$ cat src/rtl/tdd_pkg.sv
// rtl/tdd_pkg.sv - shared width, state encoding and duplex-mode constants for the TDD frame controller
package tdd_pkg;

    localparam int CNT_W = 24;

    typedef enum logic {
        IDLE = 1'b0,
        RUN  = 1'b1
    } tdd_state_e;

    localparam logic FDD = 1'b0;
    localparam logic TDD = 1'b1;

endpackage

$ cat src/rtl/tdd_window.sv
// rtl/tdd_window.sv - start/end window comparator with wrap-around handling
module tdd_window #(
    parameter int W = 24
) (
    input  logic [W-1:0] start_i,
    input  logic [W-1:0] end_i,
    input  logic [W-1:0] cnt_i,
    output logic         active_o
);

    // start<end is a plain range, start>end wraps past the frame end, start==end is empty
    always_comb begin
        active_o = 1'b0;
        if (start_i < end_i) begin
            active_o = (cnt_i >= start_i) && (cnt_i < end_i);
        end else if (start_i > end_i) begin
            active_o = (cnt_i >= start_i) || (cnt_i < end_i);
        end
    end

endmodule

$ cat src/rtl/tdd_frame_ctrl.sv
// rtl/tdd_frame_ctrl.sv - TDD frame timing controller; frame counter built only with TDD_FRAME_NUM_EN
module tdd_frame_ctrl #(
    parameter int CNT_W = tdd_pkg::CNT_W
) (
    input  logic                    clk,
    input  logic                    rst_n,
    input  logic                    ce,
    input  logic                    en,
    input  logic                    tddmode,
    input  logic [CNT_W-1:0]        frame_len,
    input  logic [CNT_W-1:0]        tstart,
    input  logic [CNT_W-1:0]        tend,
    input  logic [CNT_W-1:0]        rstart,
    input  logic [CNT_W-1:0]        rend,
    input  logic signed [CNT_W-1:0] frame_adj,
    input  logic                    adj_req,
    output logic                    adj_pending,
    output logic                    ien,
    output logic                    oen,
    output logic                    tx_rx,
    output logic                    sync,
    output logic [CNT_W-1:0]        frame_cnt,
    output logic [31:0]             frame_num
);

    import tdd_pkg::*;

    tdd_state_e state_q, state_d;

    logic [CNT_W-1:0] cnt_q, cnt_d;
    logic [CNT_W-1:0] len_q, len_d;
    logic [CNT_W-1:0] ts_q, ts_d;
    logic [CNT_W-1:0] te_q, te_d;
    logic [CNT_W-1:0] rs_q, rs_d;
    logic [CNT_W-1:0] re_q, re_d;
    logic [CNT_W-1:0] adj_q, adj_d;
    logic             pend_q, pend_d;
    logic             first_q, first_d;
    logic             new0_q, new0_d;
    logic             ien_q, ien_d;
    logic             oen_q, oen_d;
    logic             txrx_q, txrx_d;
    logic             sync_q, sync_d;

    logic                    run_go;
    logic                    start_load;
    logic                    wrap;
    logic                    load;
    logic                    tx_win;
    logic                    rx_win;
    logic [CNT_W-1:0]        eff_len;
    logic signed [CNT_W+1:0] len_sum;

    // state register
    always_ff @(posedge clk or negedge rst_n) begin
        if (!rst_n) begin
            state_q <= IDLE;
        end else begin
            state_q <= state_d;
        end
    end

    // next state plus the run / frame-load strobes the datapath keys off
    always_comb begin
        state_d    = state_q;
        run_go     = 1'b0;
        start_load = 1'b0;
        case (state_q)
            IDLE: begin
                if (en) begin
                    state_d    = RUN;
                    start_load = 1'b1;
                end
            end
            RUN: begin
                if (en) begin
                    run_go = 1'b1;
                end else begin
                    state_d = IDLE;
                end
            end
            default: state_d = IDLE;
        endcase
    end

    // first_q marks the pre-start slot after entering RUN: the first ce opens frame 0
    // without advancing, so every frame (including the first) spans cur_len ce strobes
    assign wrap = run_go && ce && !first_q &&
                  (({1'b0, cnt_q} + (CNT_W+1)'(1)) >= {1'b0, len_q});
    assign load = start_load || wrap;

    // length for the frame being started: register value plus any pending adjustment,
    // clamped into 1 .. 2^CNT_W-1 so that lengths 0 and 1 both behave as a 1-sample frame
    always_comb begin
        len_sum = $signed({2'b00, frame_len});
        if (pend_q) begin
            len_sum = len_sum + $signed({{2{adj_q[CNT_W-1]}}, adj_q});
        end
        if (len_sum < $signed((CNT_W+2)'(1))) begin
            eff_len = CNT_W'(1);
        end else if (len_sum > $signed({2'b00, {CNT_W{1'b1}}})) begin
            eff_len = '1;
        end else begin
            eff_len = len_sum[CNT_W-1:0];
        end
    end

    tdd_window #(.W(CNT_W)) u_tx_win (
        .start_i  (ts_q),
        .end_i    (te_q),
        .cnt_i    (cnt_q),
        .active_o (tx_win)
    );

    tdd_window #(.W(CNT_W)) u_rx_win (
        .start_i  (rs_q),
        .end_i    (re_q),
        .cnt_i    (cnt_q),
        .active_o (rx_win)
    );

    // datapath next-state: shadows, adjustment, sample counter and registered outputs
    always_comb begin
        cnt_d   = cnt_q;
        len_d   = len_q;
        ts_d    = ts_q;
        te_d    = te_q;
        rs_d    = rs_q;
        re_d    = re_q;
        adj_d   = adj_q;
        pend_d  = pend_q;
        first_d = first_q;
        new0_d  = 1'b0;
        ien_d   = 1'b0;
        oen_d   = 1'b0;
        txrx_d  = 1'b0;
        sync_d  = 1'b0;

        // register writes only reach the counter at a frame boundary
        if (load) begin
            len_d = eff_len;
            ts_d  = tstart;
            te_d  = tend;
            rs_d  = rstart;
            re_d  = rend;
        end

        // a new request wins over the clear, so a request on a wrap lands one frame later
        if (adj_req) begin
            adj_d  = frame_adj;
            pend_d = 1'b1;
        end else if (load) begin
            pend_d = 1'b0;
        end

        if (start_load) begin
            cnt_d   = '0;
            first_d = 1'b1;
        end else if (!run_go) begin
            cnt_d   = '0;
            first_d = 1'b0;
        end else if (ce) begin
            first_d = 1'b0;
            new0_d  = first_q || wrap;
            cnt_d   = (first_q || wrap) ? '0 : cnt_q + CNT_W'(1);
        end

        // outputs lag frame_cnt by one clk; everything is forced low outside RUN
        if (run_go) begin
            sync_d = new0_q;
            if (tddmode == TDD) begin
                oen_d  = tx_win;
                txrx_d = tx_win;
                ien_d  = rx_win & ~tx_win;
            end else begin
                ien_d  = 1'b1;
                oen_d  = 1'b1;
            end
        end
    end

    // datapath registers
    always_ff @(posedge clk or negedge rst_n) begin
        if (!rst_n) begin
            cnt_q   <= '0;
            len_q   <= '0;
            ts_q    <= '0;
            te_q    <= '0;
            rs_q    <= '0;
            re_q    <= '0;
            adj_q   <= '0;
            pend_q  <= 1'b0;
            first_q <= 1'b0;
            new0_q  <= 1'b0;
            ien_q   <= 1'b0;
            oen_q   <= 1'b0;
            txrx_q  <= 1'b0;
            sync_q  <= 1'b0;
        end else begin
            cnt_q   <= cnt_d;
            len_q   <= len_d;
            ts_q    <= ts_d;
            te_q    <= te_d;
            rs_q    <= rs_d;
            re_q    <= re_d;
            adj_q   <= adj_d;
            pend_q  <= pend_d;
            first_q <= first_d;
            new0_q  <= new0_d;
            ien_q   <= ien_d;
            oen_q   <= oen_d;
            txrx_q  <= txrx_d;
            sync_q  <= sync_d;
        end
    end

`ifdef TDD_FRAME_NUM_EN
    logic [31:0] fnum_q;

    // frame counter steps together with sync and is held at zero outside RUN
    always_ff @(posedge clk or negedge rst_n) begin
        if (!rst_n) begin
            fnum_q <= '0;
        end else if (!run_go) begin
            fnum_q <= '0;
        end else if (new0_q) begin
            fnum_q <= fnum_q + 32'd1;
        end
    end

    assign frame_num = fnum_q;
`else
    assign frame_num = '0;
`endif

    assign frame_cnt   = cnt_q;
    assign adj_pending = pend_q;
    assign ien         = ien_q;
    assign oen         = oen_q;
    assign tx_rx       = txrx_q;
    assign sync        = sync_q;

endmodule

$ cat config.mk
export PLATFORM = sky130hd
export DESIGN_NAME = tdd_frame_ctrl
export DESIGN_NICKNAME = d
export VERILOG_FILES = /design/src/rtl/tdd_pkg.sv /design/src/rtl/tdd_window.sv /design/src/rtl/tdd_frame_ctrl.sv
export SDC_FILE = /design/constraint.sdc
export NUM_CORES = 1
export LEC_CHECK = 0
export BUFFER_PORTS_ARGS = -buffer_cell sky130_fd_sc_hd__buf_2
export CAP_MARGIN = 25
export CORE_MARGIN = 4
export CORE_UTILIZATION = 53
export CTS_CLUSTER_DIAMETER = 120
export DETAILED_ROUTE_END_ITERATION = 10
export PLACE_DENSITY = 0.78
export SETUP_SLACK_MARGIN = 0.3
export SLEW_MARGIN = 20
export SYNTH_ARGS = -nofsm -noshare
export SYNTH_HDL_FRONTEND = slang
export SYNTH_HIERARCHICAL = 1
export SYNTH_SLANG_ARGS = --single-unit
$ cat constraint.sdc
create_clock -name clk -period 4 [get_ports clk]
set_input_delay 0.8 -clock clk [delete_from_list [all_inputs] [get_ports clk]]
set_output_delay 0.8 -clock clk [all_outputs]
set_load 0.01 [all_outputs]
# After elaboration in Yosys (flattened, before gate mapping)

Index checks and enable logic that the tools add are counted.

Bits in registers: 176
Input port bits: 150
Logic and storage cells: 72

Add/sub/neg operators: 3
Order comparisons: 11
Equal/unequal tests: 1
Mux-type cells: 29
Bitwise logic cells: 2
Reduce and logical (&&, ||, !) cells: 11

Operators by type and width:

| kind                                                                               | number |
|---|---|
| 24-bit 2-to-1 mux                                                                  | 6 |
| 24-bit less-than comparator                                                        | 4 |
| 24-bit >= comparator                                                               | 2 |
| 24-bit greater-than comparator                                                     | 2 |
| 25-bit by 24-bit adder with 26-bit output                                          | 1 |
| 26-bit by 25-bit greater-than comparator with 1-bit output (second input constant) | 1 |
| 26-bit by 2-bit less-than comparator with 1-bit output (second input constant)     | 1 |
| 26-bit 2-to-1 mux                                                                  | 1 |
| 24-bit by 1-bit adder with 25-bit output (second input constant)                   | 1 |
| 25-bit by 24-bit >= comparator with 1-bit output                                   | 1 |
| 24-bit by 1-bit adder with 24-bit output (second input constant)                   | 1 |
| 1-bit 2-to-1 mux                                                                   | 22 |
| 1-bit logical AND                                                                  | 5 |
| 1-bit logical OR                                                                   | 4 |
| 3-bit by 2-bit inequality test with 1-bit output (second input constant)           | 1 |
| 2-bit nonzero test                                                                 | 1 |
| 1-bit AND                                                                          | 1 |
| 1-bit logical NOT                                                                  | 1 |
| 1-bit NOT                                                                          | 1 |

# Longest topological paths before layout

Word-level depth: 10
Mapped depth: 21
Gate-level depth less buffers: 17

# By module

Netlist, hierarchy kept.

By module, submodules not included:

| module         | instances | cells each | area an instance (sq um) | sequential area each (sq um) |
|---|---|---|---|---|
| tdd_frame_ctrl | 1         | 909        | 9,800.6                  | 4,404.2 |
| tdd_window     | 2         | 229        | 1,680.4                  | 0.0 |

# Least setup slack after synthesis

OpenSTA, ideal clock, no wires.

Path type: register to register
Start point: register cnt_q[4] (netlist: frame_cnt[4])
End point: register re_q[0]
Library setup time: 125 ps
Arrival time: 4,127 ps
Setup slack: -252 ps
Stages on the path, launching flop included: 20
Buffers on the path: 4
Cell sequence: dfrtp_1 -> and3_1 -> nand3_1 -> nor2_1 -> nand2_1 -> or2_2 -> clkbuf_1 -> nor3_1 -> xor2_1 -> ha_1 -> nand3_1 -> nor2_1 -> a2111oi_0 -> nor2_1 -> a311oi_1 -> a31o_2 -> buf_2 -> buf_2 -> buf_2 -> mux2_2

Longest elaborated chain between the ends: 4

Ends and longest elaborated chain:

| what                                             | RTL line              | text |
|---|---|---|
| start, declared                                  | tdd_frame_ctrl.sv:30  | `logic [CNT_W-1:0] cnt_q, cnt_d;` |
| start signal, assigned                           | tdd_frame_ctrl.sv:200 | `cnt_q <= cnt_d;` |
| 24-bit by 1-bit adder with 25-bit output         | tdd_frame_ctrl.sv:89  | `(({1'b0, cnt_q} + (CNT_W+1)'(1)) >= {1'b0, len_q});` |
| 25-bit by 24-bit >= comparator with 1-bit output | tdd_frame_ctrl.sv:89  |  |
| 1-bit logical AND                                | tdd_frame_ctrl.sv:88  | `assign wrap = run_go && ce && !first_q &&` |
| 1-bit logical OR                                 | tdd_frame_ctrl.sv:90  | `assign load = start_load \|\| wrap;` |
| end signal, assigned                             | tdd_frame_ctrl.sv:205 | `re_q <= re_d;` |
| end, declared                                    | tdd_frame_ctrl.sv:35  | `logic [CNT_W-1:0] re_q, re_d;` |

No other way between the ends.
A chain may end at the register's enable or synchronous reset.

# Worst setup path after layout

Start point: register cnt_q[1] (netlist: frame_cnt[1])
End point: register cnt_q[4] (netlist: frame_cnt[4])

Longest elaborated chain between the ends: 8

Ends and longest elaborated chain:

| what                                             | RTL line              | text |
|---|---|---|
| 24-bit by 1-bit adder with 25-bit output         | tdd_frame_ctrl.sv:89  |  |
| 25-bit by 24-bit >= comparator with 1-bit output | tdd_frame_ctrl.sv:89  |  |
| 1-bit logical AND                                | tdd_frame_ctrl.sv:88  |  |
| 1-bit logical OR                                 | tdd_frame_ctrl.sv:165 | `cnt_d = (first_q \|\| wrap) ? '0 : cnt_q + CNT_W'(1);` |
| 24-bit 2-to-1 mux (*)                            | tdd_frame_ctrl.sv:165 |  |
| 24-bit 2-to-1 mux (*)                            | tdd_frame_ctrl.sv:162 | `end else if (ce) begin` |
| 24-bit 2-to-1 mux (*)                            | tdd_frame_ctrl.sv:159 | `end else if (!run_go) begin` |
| 24-bit 2-to-1 mux (*)                            | tdd_frame_ctrl.sv:156 | `if (start_load) begin` |

Every way passes the cells marked *; elsewhere a longest branch is shown, timed or not. The select of a mux whose other input is x is not followed.

==> run metrics <==
Final setup viols 0; Ports approximately 210; CTS root buf clkbuf_16; Worst slew margin about two fifths; Die ar. 0.0274 mm^2; TritonCTS Buffers 17; Seq/Total Area, Yosys around a third; H-tree lvl count 4; Critical Path RT ~4.4 ns; final setup TNS 0 ns; Total Wirelength 36.6 mm; nets@finish slightly below 2,000; DRC Markers 0; initial DRC count about 900; ys flop type dfrtp_1; critical path type reg -> reg; Clock Skew 0.0180 ns; synth top area cells dfrtp_1 (33%), ha_1 (18%), mux2_2 (10%); FF/Latch Area approximately 0.0044 mm^2; initial core utilization ~54%; site row count between 50 and 60; clock latency on the worst-skew pair between 0.4 and 0.5 ns; overflow left after global routing 0; Post-DRT Antenna Nets 0; Pleak between 0.008 and 0.009 uW; Max Freq 271 MHz; diodes inserted 0; Worst-path clk slew ~0.08 ns; worst-path maximum fanout 17; Yosys reg bits 176; Synth warnings 6; PwrDens between 300 and 400 mW/mm^2; Hold-fix buffers, CTS 0; fin crit share slightly above 90%; chip height about 170 um; Clock Path Buffers 2; CP Launch Type register; Synth area leader dfrtp_1; Buffers on Ports between 150 and 200; CTS tree done; clock sinks around 180; Min Clock Period, post-route 3.69 ns; RSZ-0062 raised after global routing true; Post-Syn Instances about 1,400; Core Area ~0.024 mm^2; global-route wire length before repair 55.6 mm; Setup crit end kind register; VDD IR max between 0.0002 and 0.0003 V; Post-DP HPWL 26.7 mm; Netlist cell types 79; die width roughly 170 um; Fill cells just under 2,000; P&R area growth vs syn 20.4%; worst slew pin tran ~0.88 ns; router iterations before antenna repair 5; status completed; Pins Over Slew Limit 0; Hold Path Class in -> async; per-cell routed wire length roughly 19 um; RePlAce Congestion 0.958; Tot Pwr between 6000 and 7000 uW; data arrival at the endpoint of the critical path about 4.1 ns; GRT Overall Usage 25.5%; Yosys top cell area share about 33%; largest net degree at the start of global routing 90; Hold Fails Final Rpt 0; initial antenna violation count 2; syn avg cell area just under 10 um^2; multi-input logic area ~0.0082 mm^2; asr flop ratio synth between 90% and 100%; Post-synth EDFFs 0; post-synthesis cell area around 0.013 mm^2; number of global-route vias before repair between 10,000 and 15,000; vias 11,400; Vias per Instance approximately 5.9; max-cap violations 0; share of post-route cells with drive strength above 1 about 29%
logic make-up after synthesis:
kind of cell,after synthesis,synth area share (%)
and+or+nand+nor,306,11.4
adders and majority gates,193,18.4
DFF,176,33.5
buffers and inverters,214,7.30
AOI/OAI and AO/OA,318,16.6
other,1,0.0285
xor gates and xnor gates,36,2.40
muxes,123,10.5
placed cells by master, fill, tap and decap left out, types with 5 or more instances in the layout:
| master | instances |
|---|---|
| clkbuf_16 | 20 |
| a221oi_1 | 5 |
| nor2_4 | 5 |
| nand2b_1 | 9 |
| nor2_1 | 54 |
| dfrtp_1 | 171 |
| a211oi_1 | 16 |
| xor2_1 | 13 |
| conb_1 | 32 |
| o221ai_1 | 5 |
| inv_1 | 139 |
| a32o_1 | 21 |
| nand2_1 | 99 |
| a221o_1 | 8 |
| ha_1 | 188 |
| o21ai_0 | 64 |
| o31ai_1 | 8 |
| nand4_1 | 29 |
| o21a_1 | 5 |
| nor4_1 | 7 |
| o21ai_1 | 9 |
| mux2_4 | 13 |
| mux2_2 | 105 |
| buf_2 | 177 |
| a211oi_2 | 5 |
| nand3_1 | 29 |
| xnor2_1 | 19 |
| buf_6 | 6 |
| nor3_1 | 14 |
| or3_1 | 5 |
| dfrtp_2 | 5 |
| and3_1 | 8 |
| o21bai_1 | 5 |
| a21o_1 | 24 |
| a21oi_1 | 88 |
| nor2b_1 | 13 |
| buf_4 | 63 |
state kept, by name, summed over array words and instances (netlist names), 24 cells and up:
signal     cells
te_q          24
re_q          24
rs_q          24
len_q         24
adj_q         24
ts_q          24
frame_cnt     24
routing by layer:
layer | global-route usage (%) | vias to the layer above | routed length, um
met1 | 30.7 | 5471 | 14600
met5 | 0 | - | 7
met4 | 10.7 | 2 | 1310
met3 | 3.80 | 95 | 2150
met2 | 45.3 | 418 | 18500
li1 | - | 5364 | -
final cells by class:
| class | instances | area share (%) |
|---|---|---|
| Multi-Input combinational cell | 1008 | 52.0 |
| Sequential cell | 176 | 27.8 |
| Timing Repair Buffer | 258 | 10.7 |
| Inverter | 139 | 3.29 |
| Clock buffer | 18 | 2.77 |
| Tap cell | 324 | 2.56 |
| Clock inverter | 14 | 0.908 |
synth_stat cells, types with 5 or more instances:
cell type / count
nor2b_1: 13
o21bai_1: 5
nand4_1: 29
a221oi_1: 5
buf_2: 21
nand2_1: 100
clkbuf_1: 17
nand2b_1: 9
dfrtp_1: 176
o21ai_1: 9
nor4_1: 7
a21oi_1: 89
ha_1: 192
and3_1: 10
a21o_1: 24
o221ai_1: 5
a221o_1: 8
and4_1: 5
nor2_1: 61
o31ai_1: 10
xor2_1: 17
buf_4: 33
nand3_1: 32
o21a_1: 5
xnor2_1: 19
mux2_2: 118
or3_1: 5
o21ai_0: 64
inv_1: 139
a32o_1: 21
a211oi_1: 17
nor3_1: 16
power breakdown:
group | leakage [uW] | internal, uW | switching (uW) | total (uW)
Clock | 0.000280 | 845 | 825 | 1670
Combinational | 0.00568 | 949 | 1180 | 2120
Sequential | 0.00214 | 2080 | 214 | 2290
stage by stage:
stage               setup WS (ns)  utilization [%]  std cells  hold slack [ns]  cell area (um^2)
finish                      0.310             65.0       1937            0.406             15900
global route                0.190             65.0       1937            0.468             15900
CTS                         0.300             63.4       1924            0.448             15500
detailed placement         0.0343             59.9       1870            0.470             14600
global placement            0.170             59.9       1870            0.465             14600
floorplan                   0.304                -       1398            0.449             13400
worst max-delay path, stage by stage (launching register included):
cell       delay (ns)
dfrtp_2          0.40
ha_4             0.16
nand3_4          0.08
nor2_4           0.12
nand4_4          0.12
nor2_4           0.17
and4_4           0.24
xor2_2           0.19
ha_1             0.29
a21oi_2          0.22
nor2_4           0.05
a2111oi_4        0.18
nor2_1           0.08
a311oi_2         0.26
buf_4            0.18
buf_4            0.09
buf_4            0.10
nand2_1          0.05
nor2_1           0.18
buf_6            0.22
a32o_1           0.21
path summary, 6_finish.rpt:
check,start,endpoint,slack (ns),cells past startpoint
max,frame_cnt[1]$_DFFE_PN0P_,frame_cnt[4]$_DFFE_PN0P_,0.31,20
min,rst_n,ts_q[2]$_DFFE_PN0P_,0.41,1
max reg2reg,frame_cnt[1]$_DFFE_PN0P_,frame_cnt[4]$_DFFE_PN0P_,0.31,20
min reg2reg,len_q[3]$_DFFE_PN0P_,len_q[3]$_DFFE_PN0P_,0.48,2
max in group asynchronous,rst_n,frame_cnt[4]$_DFFE_PN0P_,2.75,2
min in group clk,len_q[3]$_DFFE_PN0P_,len_q[3]$_DFFE_PN0P_,0.48,2
repair_timing:
action / 4_1_cts / 5_1_grt
pin swaps: 9 / 11
hold endpoints to repair: 0 / 0
buffers inserted: 20 / 8
gates cloned: 2 / 5
setup endpoints to repair: 132 / 146
resized for setup: 10 / 44
Note: power is estimated with default switching activity, not from simulation.
